### src/rtl/ssd1306_spi_sink.sv
// Panel-side SSD1306 4-wire SPI receiver: oversamples the serial link, assembles
// mode-0 bytes and decodes the command set into display state and GDDRAM writes.
module ssd1306_spi_sink #(
  parameter int SYNC_STAGES = 2,
  parameter int COL_W       = 7,
  parameter int PAGE_W      = 3
) (
  input  logic                    clk_50M,
  input  logic                    rst_n,
  input  logic                    sclk,
  input  logic                    sdin,
  input  logic                    ss,
  input  logic                    dc,
  input  logic                    res_n,
  output logic                    ram_we,
  output logic [PAGE_W+COL_W-1:0] ram_addr,
  output logic [7:0]              ram_wdata,
  output logic                    display_on,
  output logic                    invert,
  output logic                    all_on,
  output logic [7:0]              contrast,
  output logic [5:0]              start_line,
  output logic                    charge_pump,
  output logic                    cmd_err
);

  localparam int AW = PAGE_W + COL_W;

  typedef enum logic [1:0] {IDLE, ARG1, ARG2} state_e;

  typedef struct packed {
    logic              ram_we;
    logic [AW-1:0]     ram_addr;
    logic [7:0]        ram_wdata;
    logic              display_on;
    logic              invert;
    logic              all_on;
    logic [7:0]        contrast;
    logic [5:0]        start_line;
    logic              charge_pump;
    logic              cmd_err;
    logic [1:0]        mem_mode;
    logic [COL_W-1:0]  col, col_start, col_end;
    logic [PAGE_W-1:0] page, page_start, page_end;
    logic [7:0]        op;
    logic [COL_W-1:0]  arg;
  } ctl_t;

  function automatic ctl_t ctl_reset();
    ctl_t c;
    c            = '0;
    c.contrast   = 8'h7F;
    c.mem_mode   = 2'd2;
    c.col_end    = '1;
    c.page_end   = '1;
    return c;
  endfunction

  // Pin order {res_n, dc, ss, sdin, sclk}; ss idles deasserted while in reset.
  localparam logic [4:0] SYNC_RST = 5'b00100;

  logic [SYNC_STAGES-1:0][4:0] sync_q;
  logic res_n_s, dc_s, ss_s, sdin_s, sclk_s;

  // NOTE: all sequential state uses non-blocking assignments so every register
  // samples pre-edge values regardless of statement order.
  always_ff @(posedge clk_50M or negedge rst_n) begin
    if (!rst_n) sync_q <= {SYNC_STAGES{SYNC_RST}};
    else        sync_q <= {sync_q[SYNC_STAGES-2:0], {res_n, dc, ss, sdin, sclk}};
  end

  assign {res_n_s, dc_s, ss_s, sdin_s, sclk_s} = sync_q[SYNC_STAGES-1];

  logic       sclk_prev_q;
  logic [2:0] bit_cnt_q;
  logic [6:0] shift_q;
  logic       rx_valid_q;
  logic [7:0] rx_byte_q;
  logic       rx_dc_q;

  always_ff @(posedge clk_50M or negedge rst_n) begin
    if (!rst_n) begin
      sclk_prev_q <= 1'b0;
      bit_cnt_q   <= '0;
      shift_q     <= '0;
      rx_valid_q  <= 1'b0;
      rx_byte_q   <= '0;
      rx_dc_q     <= 1'b0;
    end else begin
      rx_valid_q  <= 1'b0;
      sclk_prev_q <= sclk_s;
      if (!res_n_s) begin
        bit_cnt_q <= '0;
        shift_q   <= '0;
        rx_byte_q <= '0;
        rx_dc_q   <= 1'b0;
      end else if (ss_s) begin
        bit_cnt_q <= '0;
      end else if (sclk_s && !sclk_prev_q) begin
        shift_q   <= {shift_q[5:0], sdin_s};
        bit_cnt_q <= bit_cnt_q + 3'd1;
        if (bit_cnt_q == 3'd7) begin
          rx_valid_q <= 1'b1;
          rx_byte_q  <= {shift_q, sdin_s};
          rx_dc_q    <= dc_s;
        end
      end
    end
  end

  state_e            state_q;
  ctl_t              ctl_q;
  logic [COL_W-1:0]  col_nxt;
  logic [PAGE_W-1:0] page_nxt;

  // Pointer advance after a data write; end < start wraps through the full range.
  // NOTE: both outputs get a default first so this block can never infer a latch.
  always_comb begin
    col_nxt  = ctl_q.col + COL_W'(1);
    page_nxt = ctl_q.page;
    case (ctl_q.mem_mode)
      2'd0: begin
        if (ctl_q.col == ctl_q.col_end) begin
          col_nxt  = ctl_q.col_start;
          page_nxt = (ctl_q.page == ctl_q.page_end) ? ctl_q.page_start
                                                    : ctl_q.page + PAGE_W'(1);
        end
      end
      2'd1: begin
        col_nxt = ctl_q.col;
        if (ctl_q.page == ctl_q.page_end) begin
          page_nxt = ctl_q.page_start;
          col_nxt  = (ctl_q.col == ctl_q.col_end) ? ctl_q.col_start
                                                  : ctl_q.col + COL_W'(1);
        end else begin
          page_nxt = ctl_q.page + PAGE_W'(1);
        end
      end
      default: ;
    endcase
  end

  always_ff @(posedge clk_50M or negedge rst_n) begin
    if (!rst_n) begin
      state_q <= IDLE;
      ctl_q   <= ctl_reset();
    end else if (!res_n_s) begin
      // Panel reset wins over a byte completing in the same cycle.
      state_q <= IDLE;
      ctl_q   <= ctl_reset();
    end else begin
      ctl_q.ram_we <= 1'b0;
      if (rx_valid_q) begin
        if (rx_dc_q) begin
          state_q         <= IDLE;
          ctl_q.ram_we    <= 1'b1;
          ctl_q.ram_addr  <= {ctl_q.page, ctl_q.col};
          ctl_q.ram_wdata <= rx_byte_q;
          ctl_q.col       <= col_nxt;
          ctl_q.page      <= page_nxt;
        end else begin
          case (state_q)
            IDLE: begin
              case (rx_byte_q) inside
                8'hAE, 8'hAF:  ctl_q.display_on <= rx_byte_q[0];
                8'hA4, 8'hA5:  ctl_q.all_on     <= rx_byte_q[0];
                8'hA6, 8'hA7:  ctl_q.invert     <= rx_byte_q[0];
                [8'h40:8'h7F]: ctl_q.start_line <= rx_byte_q[5:0];
                [8'h00:8'h0F]: ctl_q.col[3:0]   <= rx_byte_q[3:0];
                [8'h10:8'h17]: ctl_q.col[6:4]   <= rx_byte_q[2:0];
                [8'hB0:8'hB7]: ctl_q.page       <= rx_byte_q[PAGE_W-1:0];
                8'h81, 8'h20, 8'h8D, 8'hA8, 8'hD3, 8'hD5, 8'hD9, 8'hDA, 8'hDB,
                8'h21, 8'h22: begin
                  ctl_q.op <= rx_byte_q;
                  state_q  <= ARG1;
                end
                default: ctl_q.cmd_err <= 1'b1;
              endcase
            end
            ARG1: begin
              state_q <= IDLE;
              case (ctl_q.op)
                8'h81: ctl_q.contrast <= rx_byte_q;
                8'h20: begin
                  if (rx_byte_q[1:0] == 2'd3) ctl_q.cmd_err  <= 1'b1;
                  else                        ctl_q.mem_mode <= rx_byte_q[1:0];
                end
                8'h8D: ctl_q.charge_pump <= rx_byte_q[2];
                8'h21, 8'h22: begin
                  ctl_q.arg <= rx_byte_q[COL_W-1:0];
                  state_q   <= ARG2;
                end
                default: ;
              endcase
            end
            ARG2: begin
              state_q <= IDLE;
              if (ctl_q.op == 8'h21) begin
                ctl_q.col_start <= ctl_q.arg;
                ctl_q.col_end   <= rx_byte_q[COL_W-1:0];
                ctl_q.col       <= ctl_q.arg;
              end else begin
                ctl_q.page_start <= ctl_q.arg[PAGE_W-1:0];
                ctl_q.page_end   <= rx_byte_q[PAGE_W-1:0];
                ctl_q.page       <= ctl_q.arg[PAGE_W-1:0];
              end
            end
            default: state_q <= IDLE;
          endcase
        end
      end
    end
  end

  assign ram_we      = ctl_q.ram_we;
  assign ram_addr    = ctl_q.ram_addr;
  assign ram_wdata   = ctl_q.ram_wdata;
  assign display_on  = ctl_q.display_on;
  assign invert      = ctl_q.invert;
  assign all_on      = ctl_q.all_on;
  assign contrast    = ctl_q.contrast;
  assign start_line  = ctl_q.start_line;
  assign charge_pump = ctl_q.charge_pump;
  assign cmd_err     = ctl_q.cmd_err;

endmodule

### config.mk
export PLATFORM = sky130hd
export DESIGN_NAME = ssd1306_spi_sink
export DESIGN_NICKNAME = d
export VERILOG_FILES = /design/src/rtl/ssd1306_spi_sink.sv
export SDC_FILE = /design/constraint.sdc
export NUM_CORES = 1
export LEC_CHECK = 0
export ABC_AREA = 1
export CORE_UTILIZATION = 29
export DETAILED_ROUTE_END_ITERATION = 10
export MAX_ROUTING_LAYER = met4
export PLACE_DENSITY = 0.55
export SYNTH_ARGS = -nofsm -noshare
export SYNTH_HDL_FRONTEND = slang
export SYNTH_SLANG_ARGS = --single-unit
export TNS_END_PERCENT = 1
### constraint.sdc
create_clock -name clk_50M -period 2.1 [get_ports clk_50M]
set_input_delay 0.63 -clock clk_50M [delete_from_list [all_inputs] [get_ports clk_50M]]
set_output_delay 0.63 -clock clk_50M [all_outputs]
set_load 0.005 [all_outputs]
==> impl_metrics.yaml, run 1 <==
synth:
  synth_enable_flop_cells: 0
  synth-adder-area-share: 0.008547
  ys_types: 37
  ys_ff_latch: 118
  synth_compound_area_frac: 0.1449
  ys_async_sr_fraction: 1.000
  synth_cells: 688
  muxShareOfSynthArea: 0
  synth_area_um2: 5856
  syn-num-nets: 699
  synth_simple_gate_area_share: 0.2118
  avg_inst_size_synth_um2: 8.511
  synthFlopType: "sky130_fd_sc_hd__dfrtp_1"
  yosysWarningCount: 0
  proportion_of_synthesized_chip_area_in_sequential_cells: 0.5085
  synth-xor-area-share: 0.01645
  synth_top_family_by_area: "simple AND/OR/NAND/NOR gates"
setup_path:
  critical-path-slowest-cell: "sky130_fd_sc_hd__clkdlybuf4s50_1"
  crit_buf_inv: 1
  critical_path_class: "register to primary output"
  critical_path.cell_chain: "clkdlybuf4s50_1"
  critPathTopFamily: "buffers and inverters"
  worstPathRequired_ps: 1470
  start_kind: "register"
  critical_path.max_stage_delay_ps: 510
  arrival_ps: 1320
  crit_path_end_kind: "primary output"
  critical_path.max_fanout: 2
power_and_ir_drop:
  clkPwrFrac: 0.494
  fraction_of_power_consumed_by_combinational_cells: 0.084
  power.switching_uw: 1464
  power_per_cell_area_nw_per_um2: 831.9
  seq_power_share: 0.422
  power.switching_fraction: 0.2508
  worst_vdd_rail_ir_drop_mv: 0.5532
  static_leakage_uw: 0.003176
  internal_uw: 4372
clock_network:
  cts_num_sinks: 118
  clock_latency_ps: 420
  cts_buffers: 17
  cts.hold.buffers_added: 0
  cts_tree: "built"
  clk_path_buf_depth: 2
  cts_max_level: 4
  postCtsSetupBuffers: 0
  root_buffer: "sky130_fd_sc_hd__clkbuf_16"
  clk_transition_reported_paths_ps: 60
place:
  numPortBuffers: 44
  pre_cts_slack_ps: 245.8
  placed_cells_incl_taps: 961
  routability_driven_placement_congestion_ratio: 0.8687
  dp_hpwl_um: 10920
sta:
  fin_ws_ps: 152.9
  timing.max_slew.rel_slack: 0.5393
  max_freq_mhz: 513.6
  timing.final.setup_violations: 0
  report.final.slew_viol_count: 0
  setup_clock_skew_after_layout_ps: 7.507
  timing_hold_violations_final: 0
  final_critical_delay_including_setup_and_external_delays_ps: 1947
  unrepaired_setup_endpoints_after_global_routing: "no"
  final.setup.tns_ps: 0
  worstMarginPinSlew_ps: 691.0
  timing.final.crit_share: 0.9272
status:
  status: "completed"
final_layout:
  most_frequent_cells_in_the_layout: "sky130_fd_sc_hd__nand2_1, sky130_fd_sc_hd__dfrtp_1, sky130_fd_sc_hd__o21ai_0, sky130_fd_sc_hd__inv_1, sky130_fd_sc_hd__nor2_1"
  finalNonFillerCells: 993
  total_nets_final: 726
  area_growth_syn_to_layout_pct: 19.81
  drive_above_1_share: 0.1538
  final_core_util: 0.3570
  layout_commonest_cell: "sky130_fd_sc_hd__nand2_1"
  n_antenna_cell: 0
global_route:
  overflow_left_after_global_routing: 0
  number_of_global_route_vias_before_repair: 4517
  wire_length_of_the_first_global_routing_pass_um: 23980
  global_route.usage.total: 0.1599
  grt_antenna_before_repair: 0
  grt_max_degree: 47
drt:
  initialDrtViolationCount: 366
  route.detailed.vias_per_inst: 4.561
  detail-route-antenna-nets: 0
  drt_first_pass_iters: 5
  via_count: 4529
  drt_drc_violations_left: 0
  wire_length_after_detailed_routing_um: 14730
  routed_wire_length_per_instance_um: 14.84
floorplanning:
  floorplan.die.width_um: 144.1
  standard_cell_rows: 51
  die_height_um: 144.1
  core-area_um2: 19650
  start_util: 0.2979
  pin_count: 45
  floorplan.die_area_um2: 20760
min_path:
  tightest_hold_check_type: "input pin to async pin"
job:
  maxCapViolCount: 0
[cells in the mapped netlist, types with 4 or more instances]
cell / n / area, um^2
sky130_fd_sc_hd__o21ai_2: 9 / 78.83
sky130_fd_sc_hd__dfstp_2: 20 / 525.5
sky130_fd_sc_hd__xor2_1: 6 / 52.55
sky130_fd_sc_hd__buf_2: 9 / 45.04
sky130_fd_sc_hd__nor2_4: 4 / 45.04
sky130_fd_sc_hd__ha_1: 4 / 50.05
sky130_fd_sc_hd__nand4_1: 6 / 37.54
sky130_fd_sc_hd__nand3_1: 45 / 225.2
sky130_fd_sc_hd__inv_2: 7 / 26.28
sky130_fd_sc_hd__o21ai_0: 73 / 365.4
sky130_fd_sc_hd__nor3_1: 8 / 40.04
sky130_fd_sc_hd__nor2_1: 49 / 183.9
sky130_fd_sc_hd__nand2_1: 152 / 570.6
sky130_fd_sc_hd__a21oi_1: 11 / 55.05
sky130_fd_sc_hd__dfrtp_1: 98 / 2452
sky130_fd_sc_hd__o22ai_1: 15 / 93.84
sky130_fd_sc_hd__clkbuf_1: 7 / 26.28
sky130_fd_sc_hd__o21ai_1: 20 / 100.1
sky130_fd_sc_hd__xnor2_1: 5 / 43.79
sky130_fd_sc_hd__a31oi_1: 5 / 31.28
sky130_fd_sc_hd__buf_4: 34 / 255.2
sky130_fd_sc_hd__inv_1: 69 / 259.0
sky130_fd_sc_hd__nor2_2: 7 / 43.79
[area by class of cell]
cell class | count | area, um^2
clock inverter | 14 | 153.9
multi-input combinational | 442 | 2235
tap | 265 | 331.6
fill | 2072 | 12640
inverter | 76 | 285.3
timing repair buffer | 60 | 593.1
sequential | 118 | 2978
clock buffer | 18 | 439.2
[metrics by stage]
stage	instance area [um^2]	power (uW)	hold WS [ps]
final	7015	5836	77.65
after global routing	7015	6071	72.66
after CTS	7003	5927	60.24
after detailed placement	6412	3013	334.7
after global placement	6412	3011	334.6
after floorplan	5856	2819	331.2
[per-layer routing]
metal	global-route usage	wire (um)	up-vias
li1	-	-	2275
met1	0.2019	7073	2134
met2	0.2459	6813	94
met3	0.03675	498	26
met4	0.06663	348	0
met5	-	0	-
[state kept, by name, summed over array words and instances (netlist names), 3 cells and up]
signal	flops
ram_wdata	8
bit_cnt_q	3
start_line	6
shift_q	7
ctl_q	47
sync_q	5
rx_byte_q	8
contrast	8
ram_addr	10
[power groups by stage]
stage / sequential (uW) / combinational (uW) / clock, uW
final: 2460 / 491 / 2880
after global routing: 2480 / 556 / 3040
after CTS: 2470 / 503 / 2960
after detailed placement: 2510 / 506 / 0
after global placement: 2510 / 505 / 0
after floorplan: 2490 / 333 / 0
[worst paths after layout]
check	slack, ps	startpoint	to	cells past startpoint
max reg2reg	200	ctl_q[9]	ctl_q[35]	9
min	80	rst_n	ctl_q[37]	1
max	150	invert	invert	1
max in group asynchronous	1460	rst_n	contrast[6]	2
min in group clk_50M	350	sync_q[0]	sclk_s	0
min reg2reg	350	sync_q[0]	sclk_s	0
[logic make-up (layout without fill, tap and decap cells)]
kind of cell	Yosys count	after routing
AO/OA/AOI/OAI	145	145
XOR/XNOR	11	11
adder cells (fa/ha/maj)	4	4
buffers and inverters	128	168
flip-flops	118	118
AND/OR/NAND/NOR	282	282
[timing repair]
action,4_1_cts,5_1_grt
endpoints found under the hold margin,0,0
resized for setup,2,5
setup endpoints to repair,2,5
(Power assumes the default switching activity.)
==> run 2: changes to the inputs <==
--- a/config.mk
+++ b/config.mk
@@ -13,4 +13,4 @@
 export SYNTH_ARGS = -nofsm -noshare
 export SYNTH_HDL_FRONTEND = slang
 export SYNTH_SLANG_ARGS = --single-unit
-export TNS_END_PERCENT = 1
+export TNS_END_PERCENT = 5
==> results of run 2 <==
Same layout as run 1: the final DEF is identical, and so are final timing and power.
==> run 3: changes to the inputs <==
--- a/config.mk
+++ b/config.mk
@@ -6,6 +6,8 @@
 export NUM_CORES = 1
 export LEC_CHECK = 0
 export ABC_AREA = 1
+export ABC_CLOCK_PERIOD_IN_PS = 2100
+export CORE_ASPECT_RATIO = 0.9
 export CORE_UTILIZATION = 29
 export DETAILED_ROUTE_END_ITERATION = 10
 export MAX_ROUTING_LAYER = met4
==> run 3 against run 2 <==
  * Sequential share of layout area decreased by 0.060 points
  * Core utilization up 0.41 points
  * Clock-buffer cell count is the same
  * Maximum frequency fell by 0.73%
  * Final cell count decreased by 1.5%
  * Clock power grew 5%
  * Clock skew down 0.69 ps
==> impl_metrics.yaml, run 3 (same netlist as run 1, synthesis figures left out) <==
sta:
  timing.final.setup_violations: 0
  timing.max_slew.rel_slack: 0.6407
  setup_clock_skew_after_layout_ps: 6.817
  timing_hold_violations_final: 0
  report.final.slew_viol_count: 0
  timing.final.crit_share: 0.9340
  final_critical_delay_including_setup_and_external_delays_ps: 1961
  unrepaired_setup_endpoints_after_global_routing: "no"
  worstMarginPinSlew_ps: 539.0
  max_freq_mhz: 509.8
  final.setup.tns_ps: 0
power_and_ir_drop:
  clkPwrFrac: 0.504
  internal_uw: 4497
  static_leakage_uw: 0.003194
  power_per_cell_area_nw_per_um2: 850.4
  power.switching_uw: 1478
  worst_vdd_rail_ir_drop_mv: 0.5536
  power.switching_fraction: 0.2473
  fraction_of_power_consumed_by_combinational_cells: 0.084
  seq_power_share: 0.412
clock_network:
  cts_buffers: 17
  clk_path_buf_depth: 2
  clk_transition_reported_paths_ps: 60
  clock_latency_ps: 430
  cts_max_level: 4
  cts_tree: "built"
  cts.hold.buffers_added: 0
  cts_num_sinks: 118
  root_buffer: "sky130_fd_sc_hd__clkbuf_16"
drt:
  wire_length_after_detailed_routing_um: 15160
  via_count: 4546
  detail-route-antenna-nets: 0
  initialDrtViolationCount: 300
  drt_drc_violations_left: 0
  route.detailed.vias_per_inst: 4.648
  routed_wire_length_per_instance_um: 15.50
  drt_first_pass_iters: 5
min_path:
  tightest_hold_check_type: "input pin to async pin"
setup_path:
  critical_path.cell_chain: "clkdlybuf4s50_1"
  setup.reg_to_reg.worst_slack_ps: 180
  arrival_ps: 1330
  critical_path.max_fanout: 2
  worstPathRequired_ps: 1470
  crit_path_end_kind: "primary output"
  critical-path-slowest-cell: "sky130_fd_sc_hd__clkdlybuf4s50_1"
  start_kind: "register"
  critical_path_class: "register to primary output"
  critical_path.max_stage_delay_ps: 520
  critPathTopFamily: "buffers and inverters"
  crit_buf_inv: 1
final_layout:
  most_frequent_cells_in_the_layout: "sky130_fd_sc_hd__nand2_1, sky130_fd_sc_hd__dfrtp_1, sky130_fd_sc_hd__o21ai_0, sky130_fd_sc_hd__inv_1, sky130_fd_sc_hd__nor2_1"
  final_core_util: 0.3610
  layout_commonest_cell: "sky130_fd_sc_hd__nand2_1"
  layout_top_registers: "ctl_q x47, ram_addr x10"
  number_of_flip_flops_under_the_largest_register_name: 47
  drive_above_1_share: 0.1538
  area_growth_syn_to_layout_pct: 19.98
  total_nets_final: 726
  n_antenna_cell: 0
  largest-register: "ctl_q"
floorplanning:
  standard_cell_rows: 48
  core-area_um2: 19460
  pin_count: 45
  die_height_um: 136.8
  floorplan.die_area_um2: 20760
  start_util: 0.3009
  floorplan.die.width_um: 151.8
global_route:
  number_of_global_route_vias_before_repair: 4408
  wire_length_of_the_first_global_routing_pass_um: 24350
  grt_max_degree: 42
  grt_antenna_before_repair: 0
  global_route.usage.total: 0.1633
  overflow_left_after_global_routing: 0
place:
  routability_driven_placement_congestion_ratio: 0.9133
  numPortBuffers: 44
  dp_hpwl_um: 11290
status:
  status: "completed"
job:
  maxCapViolCount: 0
run 3: cell count changes in the layout (fill, tap and decap cells not counted):
cell                             change
sky130_fd_sc_hd__clkinv_4            -5
sky130_fd_sc_hd__clkinv_2            -1
sky130_fd_sc_hd__clkinvlp_4          +3
sky130_fd_sc_hd__bufinv_16           +1
sky130_fd_sc_hd__inv_6               +2
sky130_fd_sc_hd__dlymetal6s2s_1      +2
sky130_fd_sc_hd__dlygate4sd2_1       -2
run 3: path summary, 6_finish.rpt:
| kind | depth (start not counted) | to | from |
|---|---|---|---|
| min in group clk_50M | 0 | dc_s | sync_q[3] |
| setup reg to reg | 9 | ctl_q[27] | ctl_q[9] |
| hold / removal | 1 | ram_addr[5] | rst_n |
| setup / recovery | 1 | ram_wdata[3] | ram_wdata[3] |
| hold reg to reg | 0 | dc_s | sync_q[3] |
| max in group asynchronous | 2 | ctl_q[25] | rst_n |
run 3: stage by stage:
step	hold WS [ps]	area, um^2	cells	power [uW]	worst slack (ps)
after floorplan	331.2	5856	688	2819	604.1
after global placement	333.8	6394	946	3012	281.6
after detailed placement	335.5	6394	946	3015	242.4
after CTS	94.98	7008	978	6049	0.09026
after global routing	104.6	7025	978	6203	22.75
final	97.95	7025	978	5975	138.6
run 3: cell type report:
class	count	area (um^2)
clock buffer	18	439.2
clock inverter	14	175.2
multi-input combinational	442	2235
fill	2017	12430
timing repair buffer	60	600.6
inverter	76	285.3
sequential	118	2978
tap	250	312.8
run 3: metal layers:
metal  share of wire  GRT usage  wire length (um)  vias to the layer above
met4           0.015    0.05886               223                        0
met2            0.44     0.2318              6606                      102
met3           0.047    0.03567               708                       27
met1            0.50     0.2267              7620                     2148
met5               0          -                 0                        -
li1                -          -                 -                     2269
run 3: what timing repair did:
action / 4_1_cts / 5_1_grt
resized for setup: 0 / 7
setup buffers: 0 / 0
endpoints found under the setup margin: 0 / 7
run 3: power by group through the flow:
stage,logic (uW),registers [uW],clock network (uW)
4_1_cts,518,2460,3070
5_1_grt,566,2470,3170
3_5_place_dp,515,2500,0
2_1_floorplan,333,2490,0
6_report,503,2460,3010
3_3_place_gp,511,2500,0
